### src/rtl/countdown_timer_12b.sv
// countdown_timer_12b: loadable down-counting timer with one-shot and auto-reload modes.
// Optional tick prescaler is compiled in by defining COUNTDOWN_PRESCALE_EN.
module countdown_timer_12b #(
  parameter int WIDTH    = 12,
  parameter int PRESCALE = 4
) (
  input  logic             clk,
  input  logic             reset,
  input  logic             load,
  input  logic [WIDTH-1:0] b,
  input  logic             start,
  input  logic             enable,
  input  logic             auto_reload,
  output logic [WIDTH-1:0] count,
  output logic             tc,
  output logic             busy,
  output logic             done
);

  typedef enum logic [1:0] {
    IDLE = 2'd0,
    RUN  = 2'd1,
    DONE = 2'd2
  } state_t;

  localparam logic [WIDTH-1:0] COUNT_ONE = WIDTH'(1);

  state_t           state, state_next;
  logic [WIDTH-1:0] reload_reg, reload_next;
  logic [WIDTH-1:0] count_next;
  logic             tc_next;
  logic             tick;

`ifdef COUNTDOWN_PRESCALE_EN
  localparam int            PW            = (PRESCALE > 1) ? $clog2(PRESCALE) : 1;
  localparam logic [PW-1:0] PRESCALE_LAST = PW'(PRESCALE - 1);

  logic [PW-1:0] prescaler, prescaler_next;

  assign tick = enable && (prescaler == PRESCALE_LAST);
`else
  // Without the prescaler every enabled cycle is a tick; the PRESCALE term folds to 1.
  assign tick = enable && (PRESCALE >= 1);
`endif

  // NOTE: every signal driven here gets a default first, so no path can infer a latch.
  always_comb begin
    state_next  = state;
    count_next  = count;
    reload_next = reload_reg;
    tc_next     = 1'b0;
`ifdef COUNTDOWN_PRESCALE_EN
    prescaler_next = prescaler;
`endif

    if (load) begin
      reload_next = b;
      count_next  = b;
      state_next  = IDLE;
`ifdef COUNTDOWN_PRESCALE_EN
      prescaler_next = '0;
`endif
    end else if (start && (state != RUN)) begin
      // A zero reload value would never reach terminal count, so the start is dropped.
      if (reload_reg != '0) begin
        count_next = reload_reg;
        state_next = RUN;
`ifdef COUNTDOWN_PRESCALE_EN
        prescaler_next = '0;
`endif
      end
    end else if (state == RUN) begin
`ifdef COUNTDOWN_PRESCALE_EN
      if (enable) begin
        prescaler_next = (prescaler == PRESCALE_LAST) ? '0 : prescaler + 1'b1;
      end
`endif
      if (tick) begin
        if (count == COUNT_ONE) begin
          tc_next = 1'b1;
          if (auto_reload) begin
            count_next = reload_reg;
          end else begin
            count_next = '0;
            state_next = DONE;
          end
        end else begin
          count_next = count - 1'b1;
        end
      end
    end
  end

  // NOTE: sequential state uses non-blocking assignments so every register samples pre-edge values.
  always_ff @(posedge clk) begin
    if (reset) begin
      state      <= IDLE;
      count      <= '0;
      reload_reg <= '0;
      tc         <= 1'b0;
`ifdef COUNTDOWN_PRESCALE_EN
      prescaler  <= '0;
`endif
    end else begin
      state      <= state_next;
      count      <= count_next;
      reload_reg <= reload_next;
      tc         <= tc_next;
`ifdef COUNTDOWN_PRESCALE_EN
      prescaler  <= prescaler_next;
`endif
    end
  end

  assign busy = (state == RUN);
  assign done = (state == DONE);

endmodule

### config.mk
export PLATFORM = sky130hd
export DESIGN_NAME = countdown_timer_12b
export DESIGN_NICKNAME = d
export VERILOG_FILES = /design/src/rtl/countdown_timer_12b.sv
export SDC_FILE = /design/constraint.sdc
export NUM_CORES = 1
export LEC_CHECK = 0
export ABC_AREA = 1
export ABC_CLOCK_PERIOD_IN_PS = 3600
export CAP_MARGIN = 20
export CORE_MARGIN = 2
export CORE_UTILIZATION = 40
export DETAILED_ROUTE_END_ITERATION = 8
export HOLD_SLACK_MARGIN = 0.02
export PLACE_DENSITY = 0.65
export SETUP_SLACK_MARGIN = 0.3
export SYNTH_ARGS = -nofsm -noshare
export SYNTH_HDL_FRONTEND = slang
export SYNTH_SLANG_ARGS = --single-unit
### constraint.sdc
create_clock -name clk -period 3.6 [get_ports clk]
set_input_delay 0.72 -clock clk [delete_from_list [all_inputs] [get_ports clk]]
set_output_delay 0.72 -clock clk [all_outputs]
set_load 0.1 [all_outputs]
==> metrics.yaml, run 1 <==
synthesis:
  synth_fp_nets: 276
  netlist_area_um2: 1700
  avgSynthCellArea_um2: 6.64
  ys_seq_area_share_pct: 31.8
  ys_types: 30
  synthCells: 256
  synth_top_area_share_pct: 31.8
  yosysTopAreaCell: "dfxtp_1"
  synth_area_leaders: "dfxtp_1, nand2_1, nor2_1, nand3_1, inv_1"
  ys_warn_count: 0
  synth-seq-cells: 27
finish:
  layout-drive-gt1-share_pct: 14.0
  layout_common_cells: "nand2_1, nor2_1, clkdlybuf4s50_1, dfxtp_1, nand3_1"
  area_growth_pct: 23.0
  final_common_cell: "nand2_1"
  diodes: 0
  nets: 307
  postLayoutCoreUtil_pct: 51.5
floorplanning:
  start_util_pct: 41.9
  dieArea_um2: 4790
  die_w_um: 69.2
  dieHeight_um: 69.2
  io_pins: 33
  rows: 23
  core_area_um2: 4060
pwr:
  ir_drop_v: 0.000250
  power.internal_w: 0.000514
  swShare_pct: 42.5
  switchingPower_w: 0.000380
  power.static_leakage_nw: 0.934
  combPwrFrac_pct: 40.9
  power_frac_seq_pct: 39.2
  power_density_nw_per_um2: 428
  power_frac_clock_pct: 19.9
worst_setup_path:
  worstSetupEndpointType: "output pin"
  crit_chain: "clkdlybuf4s50_1"
  path_buf_inv: 1
  r2r_cells: 11
  r2r-start: "count[1]"
  start_kind: "flop"
  slowest_delay_ns: 1.19
  worstSetupPathType: "reg2out"
  r2r_end: "count[2]"
  path_delay_family: "buffers and inverters"
  cp_max_fo: 5
  required_ns: 2.88
  arrival_ns: 1.96
  cpMaxStageDelayCell: "clkdlybuf4s50_1"
  crit_start: "count[4]"
  r2r_slack_ns: 2.04
routing:
  vias: 1681
  wl_um: 4160
  via_per_inst: 5.00
  drt_first_iter_violations: 83
  ant_nets: 0
  route.detailed.drc: 0
  wl_per_cell_um: 12.4
  first_pass_iters: 6
timing:
  drv_slew: 0
  final.setup_skew_ns: 0.00491
  worst_pin_slew_ns: 0.970
  grt_setup_unrepaired: "false"
  slew_headroom_pct: 35.1
  final_hold_viol_count: 0
  setup_viol: 0
  finalCriticalPeriod_ns: 2.68
  fin_ws_ns: 0.923
  fmax_ghz: 0.374
  finalSetupTns_ns: 0
  fin_crit_sh_pct: 74.4
clock_tree:
  htreeDepth: 1
  insertion_delay_ns: 0.28
  cts_buffers: 3
  ctsHoldBuffers: 0
  cts_resized: 0
  clock_path_buffers: 2
  clock-sinks: 27
  cts.clk_slew.worst_paths_ns: 0.10
  cts_setup_buffers: 0
  cts_root_buf: "clkbuf_8"
  cts_tree: "done"
grt:
  grt_first_pass_wirelength_um: 7280
  grt_util_all_layers_pct: 18.6
  grt_start_max_net_pins: 21
  grt_pass1_vias: 1566
  antenna_found_initial: 0
  grt.overflow.total: 0
min_path:
  hold_path.class: "reg2reg"
  hold_depth: 2
  hp-start: "reload_reg[11]"
  hold-path-endpoint: "reload_reg[11]"
flow_run:
  maxCapViolCount: 0
run_status:
  status: "finished, final reports clean"
placed_design:
  io_buffers: 32
  hpwl_um: 3200
  globalplace.congestion: 0.808
  dpl_worst_slack_ns: 1.10
cell usage after synthesis:
master and number:
a211oi_1 1, a21boi_0 7, a21oi_1 14, buf_2 1, buf_6 1, clkbuf_1 5, clkinv_1 1, dfxtp_1 27
ha_1 2, inv_1 21, inv_2 12, inv_4 1, nand2_1 59, nand2_2 4, nand2_4 1, nand2_8 3
nand3_1 22, nand3_2 1, nand3b_1 1, nand4_1 6, nor2_1 30, nor2_2 5, nor2_4 5, o21a_1 1
o21ai_0 11, o21ai_1 6, o22ai_1 3, or2_1 1, xnor2_1 1, xor2_1 3
power groups by stage:
stage               clock network, W  logic (W)  registers (W)
floorplan                          0   0.000181       0.000457
global placement                   0   0.000366       0.000358
finish                      0.000178   0.000365       0.000351
global route                0.000197   0.000400       0.000355
CTS                         0.000186   0.000367       0.000351
detailed placement                 0   0.000365       0.000357
worst min-delay path, cell delays in order, from the launching register on:
cell,delay [ns]
dfxtp_1,0.32
inv_1,0.07
o22ai_1,0.07
metrics by stage:
step,instance area [µm²],cells,power (W),hold slack [ns]
final,2090,336,0.000894,0.493
after global routing,2090,336,0.000952,0.510
after CTS,2090,336,0.000903,0.495
after detailed placement,2050,332,0.000723,0.480
after global placement,2050,332,0.000724,0.470
after floorplan,1700,256,0.000638,0.443
worst max path at each step:
stage	end	slack, ns	cells past startpoint
floorplan	done	1.21	2
global placement	count[10]	1.14	8
detailed placement	count[10]	1.10	8
CTS	count[4]	0.91	1
global route	count[4]	0.87	1
finish	count[4]	0.92	1
per-layer routing:
layer,global-route usage [%],vias to the layer above,wire (µm)
met5,0,-,0
met4,4.58,0,61
met3,4.07,4,152
met2,29.4,28,1930
met1,25.8,761,2020
li1,-,888,-
final cells by class:
cell class	count	area, µm²
Fill cell	425	1970
Multi-Input combinational cell	187	991
Timing Repair Buffer	33	318
Sequential cell	27	541
Tap cell	50	62.6
Inverter	35	134
Clock buffer	4	45.0
cells by family after synthesis:
kind of cell | Yosys count | share of synthesized area, %
compound gates | 43 | 14.2
buf+inv | 42 | 9.93
fa+ha+maj | 2 | 1.47
flops | 27 | 31.8
xor+xnor | 4 | 2.06
simple gates | 138 | 40.5
Power figures use the tool's default switching activity.
==> inputs of run 2 (changes only) <==
ABC_CLOCK_PERIOD_IN_PS = 2500   (was 3600)
clock period = 2.5 ns   (was 3.6 ns; I/O delays follow)
==> run 2 against run 1 <==
Via count shrank 0.18%. Register-to-register slack lost 1.1 ns. Highest routed layer unchanged. Global-route usage shrank 0.34 points.
==> metrics.yaml, run 2 (synthesized netlist as in run 1, its figures left out) <==
run_status:
  status: "finished, final reports clean"
clock_tree:
  insertion_delay_ns: 0.27  # about the same
  cts_resized: 0  # unchanged
  clock-sinks: 27  # unchanged
  ctsHoldBuffers: 0  # unchanged
  cts_tree: "done"
  clock_path_buffers: 2  # unchanged
  htreeDepth: 1  # unchanged
  cts_buffers: 3  # unchanged
  cts_setup_buffers: 0  # unchanged
  cts_root_buf: "clkbuf_8"
  cts.clk_slew.worst_paths_ns: 0.09  # about the same
floorplanning:
  dieHeight_um: 69.2  # unchanged
  start_util_pct: 41.9  # unchanged
  rows: 23  # unchanged
  die_w_um: 69.2  # unchanged
  core_area_um2: 4060  # unchanged
  dieArea_um2: 4790  # unchanged
  io_pins: 33  # unchanged
grt:
  antenna_found_initial: 0  # unchanged
  grt_pass1_vias: 1549  # -1.1%
  grt_first_pass_wirelength_um: 7110  # -2.3%
  grt.overflow.total: 0  # unchanged
  grt_start_max_net_pins: 21  # unchanged
  grt_util_all_layers_pct: 18.2  # -0.34 points
timing:
  finalCriticalPeriod_ns: 1.63
  drv_slew: 0  # unchanged
  finalSetupTns_ns: 0  # unchanged
  setup_viol: 0  # unchanged
  fmax_ghz: 0.615
  worst_pin_slew_ns: 0.342  # -0.628 ns
  final_hold_viol_count: 0  # unchanged
  slew_headroom_pct: 77.2  # +42 points
  grt_setup_unrepaired: "false"
  fin_crit_sh_pct: 65.1
  final.setup_skew_ns: 0.00632  # +0.00142 ns
finish:
  area_growth_pct: 22.2
  diodes: 0  # unchanged
  nets: 309  # +0.65%
  layout_common_cells: "nand2_1, nor2_1, dfxtp_1, nand3_1, inv_1"
  layout-drive-gt1-share_pct: 18.4  # +4.4 points
  final_common_cell: "nand2_1"
  fillers: 424  # -0.24%
  postLayoutCoreUtil_pct: 51.2  # -0.31 points
routing:
  vias: 1678  # -0.18%
  route.detailed.drc: 0  # unchanged
  wl_um: 4180  # +0.50%
  drt_first_iter_violations: 40  # -52%
  ant_nets: 0  # unchanged
  first_pass_iters: 4  # -2
  via_per_inst: 4.96  # -0.77%
  wl_per_cell_um: 12.4  # about the same
placed_design:
  hpwl_um: 3360  # +4.8%
  globalplace.congestion: 0.824  # +2.0%
  io_buffers: 32  # unchanged
pwr:
  total_power_w: 0.00128  # +43%
  power_density_nw_per_um2: 615  # +44%
  ir_drop_v: 0.000339  # +36%
  power.static_leakage_nw: 0.962  # +2.9%
min_path:
  hold_path.class: "reg2reg"
worst_setup_path:
  required_ns: 2.69  # -0.19 ns
  cp_max_fo: 8  # +3
  arrival_ns: 1.81  # -0.15 ns
  start_kind: "input port"
  worstSetupEndpointType: "flop"
  worstSetupPathType: "in2reg"
flow_run:
  maxCapViolCount: 0  # unchanged
==> run 2: cell count changes in the layout (fill, tap and decap cells not counted) <==
cell	before	now
clkdlybuf4s50_1	28	17
buf_4	5	18
==> run 2: through the flow <==
stage	instances	hold WS [ns]	cell area [µm²]	worst slack (ns)
final	338	0.490	2080	0.873
after global routing	338	0.509	2080	0.718
after detailed placement	334	0.475	2030	0.584
after CTS	338	0.489	2080	0.860
after floorplan	256	0.443	1700	0.332
after global placement	334	0.468	2030	0.555
==> run 2: final timing paths <==
path / from / endpoint / slack [ns] / depth (start not counted)
hold reg to reg: reload_reg[10] / reload_reg[10] / 0.49 / 2
hold / removal: reload_reg[10] / reload_reg[10] / 0.49 / 2
setup / recovery: reset / state[0] / 0.87 / 5
setup reg to reg: count[0] / count[8] / 0.99 / 9
==> run 2: worst max-delay path, stage by stage <==
cell,delay [ns]
clkdlybuf4s50_1,0.57
buf_4,0.25
nor2_1,0.18
inv_2,0.10
a211oi_1,0.22
==> run 2: cell type report <==
cell class              instances  area (µm²)  area share, %
multi-input cells             187         991           47.7
repair buffers                 35         305           14.7
flip-flops and latches         27         541           26.0
well taps                      50        62.6           3.01
clock buffers                   4        45.0           2.17
inverters                      35         134           6.44
==> run 2: report_power, final <==
group	switching, W	leakage [nW]	total [W]	internal, W
clock	0.000137	0.0228	0.000251	0.000114
sequential	0.0000399	0.223	0.000503	0.000463
combinational	0.000367	0.716	0.000525	0.000158
total	0.000543	0.962	0.00128	0.000736
==> run 2: metal layers <==
metal  track usage (%)  vias to the layer above  wire length, µm
li1                  -                      886                -
met1              24.0                      751             2010
met2              31.2                       36             1980
met3              3.63                        5              157
met4              3.27                        0               29
met5                 0                        -                0
==> inputs of run 3 (changes only) <==
ABC_CLOCK_PERIOD_IN_PS = 1700   (was 2500)
clock period = 1.7 ns   (was 2.5 ns; I/O delays follow)
==> run 3 against run 2 <==
Clock power rose by 54%. Core utilization rose by 15 points. Cell count rose by 6.2%. Combinational power rose by 100%. Power rose by 74%. Die area did not move. Wire length rose by 21%. Critical path depth rose by 5. Setup slack got worse by 0.64 ns. Clock-buffer cell count fell by 1. Sequential power rose by 53%. Sequential cell count did not move. Critical endpoint is now count[11]. Highest routed layer unchanged.
==> metrics.yaml, run 3 (synthesized netlist as in run 1, its figures left out) <==
worst_setup_path:
  cpMaxStageDelayCell: "dfxtp_4"
  crit_chain: "inv_4 -> ha_4 -> nand2_4 -> nor2_4 -> buf_4 -> a21oi_1 -> nand3_1 -> nor2_1 -> nor2_1 -> nor2_1"
  start_kind: "flop"
  slowest_delay_ns: 0.39  # -0.18 ns
  path_depth: 10  # +5
  worstSetupEndpointType: "flop"
  path_buf_inv: 2  # -1
  path_delay_family: "simple AND/OR/NAND/NOR gates"
  cp_max_fo: 3  # -5
  required_ns: 1.92  # -0.77 ns
  r2r_cells: 10  # +1
  arrival_ns: 1.69  # -0.12 ns
  worstSetupPathType: "reg2reg"
  cpMostUsedCell: "nor2_1"
min_path:
  hold_depth: 2  # unchanged
  hold_path.class: "reg2reg"
finish:
  layout-drive-gt1-share_pct: 41.1  # +23 points
  diodes: 0  # unchanged
  area_growth_pct: 59.1
  multi_input_area_um2: 1230  # +24%
  fillers: 319  # -25%
  final_cell_count_no_fill: 359  # +6.2%
  final_common_cell: "nand2_1"
  stdcell_area_um2: 2710  # +30%
  layout_common_cells: "nand2_1, nor2_1, buf_4, inv_1, clkdlybuf4s50_1"
  nets: 330  # +6.8%
  regArea_um2: 577  # +6.7%
grt:
  grt_util_all_layers_pct: 19.9  # +1.6 points
  grt_pass1_vias: 1712  # +11%
  antenna_found_initial: 0  # unchanged
  grt.overflow.total: 0  # unchanged
  grt_first_pass_wirelength_um: 7890  # +11%
  grt_start_max_net_pins: 19  # -9.5%
clock_tree:
  cts_root_buf: "clkbuf_8"
  clock_path_buffers: 2  # unchanged
  cts.clk_slew.worst_paths_ns: 0.10  # about the same
  htreeDepth: 1  # unchanged
  cts_tree: "done"
  insertion_delay_ns: 0.28  # about the same
  cts_buffers: 3  # unchanged
  clock-sinks: 27  # unchanged
floorplanning:
  start_util_pct: 41.9  # unchanged
  rows: 23  # unchanged
  core_area_um2: 4060  # unchanged
  dieArea_um2: 4790  # unchanged
  die_w_um: 69.2  # unchanged
  io_pins: 33  # unchanged
  dieHeight_um: 69.2  # unchanged
pwr:
  total_power_w: 0.00222  # +74%
  power.static_leakage_nw: 1.18  # +23%
  power_density_nw_per_um2: 822  # +34%
  ir_drop_v: 0.000595  # +76%
timing:
  setup_viol: 0  # unchanged
  final.setup_skew_ns: 0.0102  # +0.00393 ns
  drv_slew: 0  # unchanged
  fin_ws_ns: 0.229  # -0.644 ns
  worst_pin_slew_ns: 0.471  # +0.129 ns
  final_hold_viol_count: 0  # unchanged
  grt_setup_unrepaired: "true"
  slew_headroom_pct: 68.6  # -8.6 points
  fin_crit_sh_pct: 86.5
  whs_ns: 0.491  # +0.00139 ns
  finalCriticalPeriod_ns: 1.47
  fmax_ghz: 0.680
placed_design:
  globalplace.congestion: 0.856  # +3.9%
  dpl_worst_slack_ns: -0.0127  # -0.596 ns
  dp_cells: 339  # +1.5%
  placed_area_um2: 2280  # +12%
  io_buffers: 32  # unchanged
  hpwl_um: 3390  # +0.85%
routing:
  via_per_inst: 5.19  # +4.5%
  vias: 1862  # +11%
  ant_nets: 0  # unchanged
  first_pass_iters: 4  # unchanged
  wl_per_cell_um: 14.1  # +14%
  wl_um: 5050  # +21%
  route.detailed.drc: 0  # unchanged
  drt_first_iter_violations: 141  # +250%
flow_run:
  maxCapViolCount: 0  # unchanged
run_status:
  status: "finished, final reports clean"
## run 3: changes by cell type in the layout (fill, tap and decap cells not counted), moves of 8 or more
cell     change
buf_12      +15
dfxtp_1     -15
nor2_1       -8
dfxtp_2      +8
## run 3: worst min-delay path: cells and delay by family (launching register included)
kind	cells	cell delay, ns
AO/OA/AOI/OAI	1	0.07
flip-flops	1	0.34
AND/OR/NAND/NOR	1	0.05
## run 3: final cells by class
type / instances / share of cell area, %
clock buffer: 3 / 1.53
inverter: 35 / 5.55
tap: 50 / 2.31
clock inverter: 1 / 0.185
sequential: 27 / 21.3
multi-input combinational: 189 / 45.5
timing repair buffer: 54 / 23.6
## run 3: per-stage QoR
stage / setup TNS, ns / util (%)
floorplan: -0.430 / -
global placement: 0 / 56.2
detailed placement: -0.0127 / 56.2
CTS: 0 / 61.4
global route: 0 / 66.7
finish: 0 / 66.7
## run 3: timing repair
action                                  in CTS  in global routing
pin swaps                                   10                 29
endpoints found under the setup margin      12                 16
hold buffers                                 0                  0
cloned                                       0                  2
setup buffers                                9                  5
gates resized for setup                     29                 44
## run 3: worst paths after layout
check                      from       endpoint  slack, ns
hold reg to reg   reload_reg[2]  reload_reg[2]       0.49
setup / recovery       count[1]      count[11]       0.23
hold / removal    reload_reg[2]  reload_reg[2]       0.49
setup reg to reg       count[1]      count[11]       0.23
## run 3: per-layer routing
metal  vias up  part of all wire, %  GRT usage (%)
met5         -                    0              0
met4         0                  1.7           3.92
met3         8                  5.0           3.34
met2        66                   51           34.6
met1       860                   42           25.9
li1        928                    -              -
## run 3: power by group
group | internal (W) | switching, W | total (W) | leakage [nW]
logic | 0.000413 | 0.000651 | 0.00106 | 0.927
registers | 0.000688 | 0.0000833 | 0.000772 | 0.230
clock network | 0.000165 | 0.000222 | 0.000387 | 0.0255
total | 0.00127 | 0.000956 | 0.00222 | 1.18
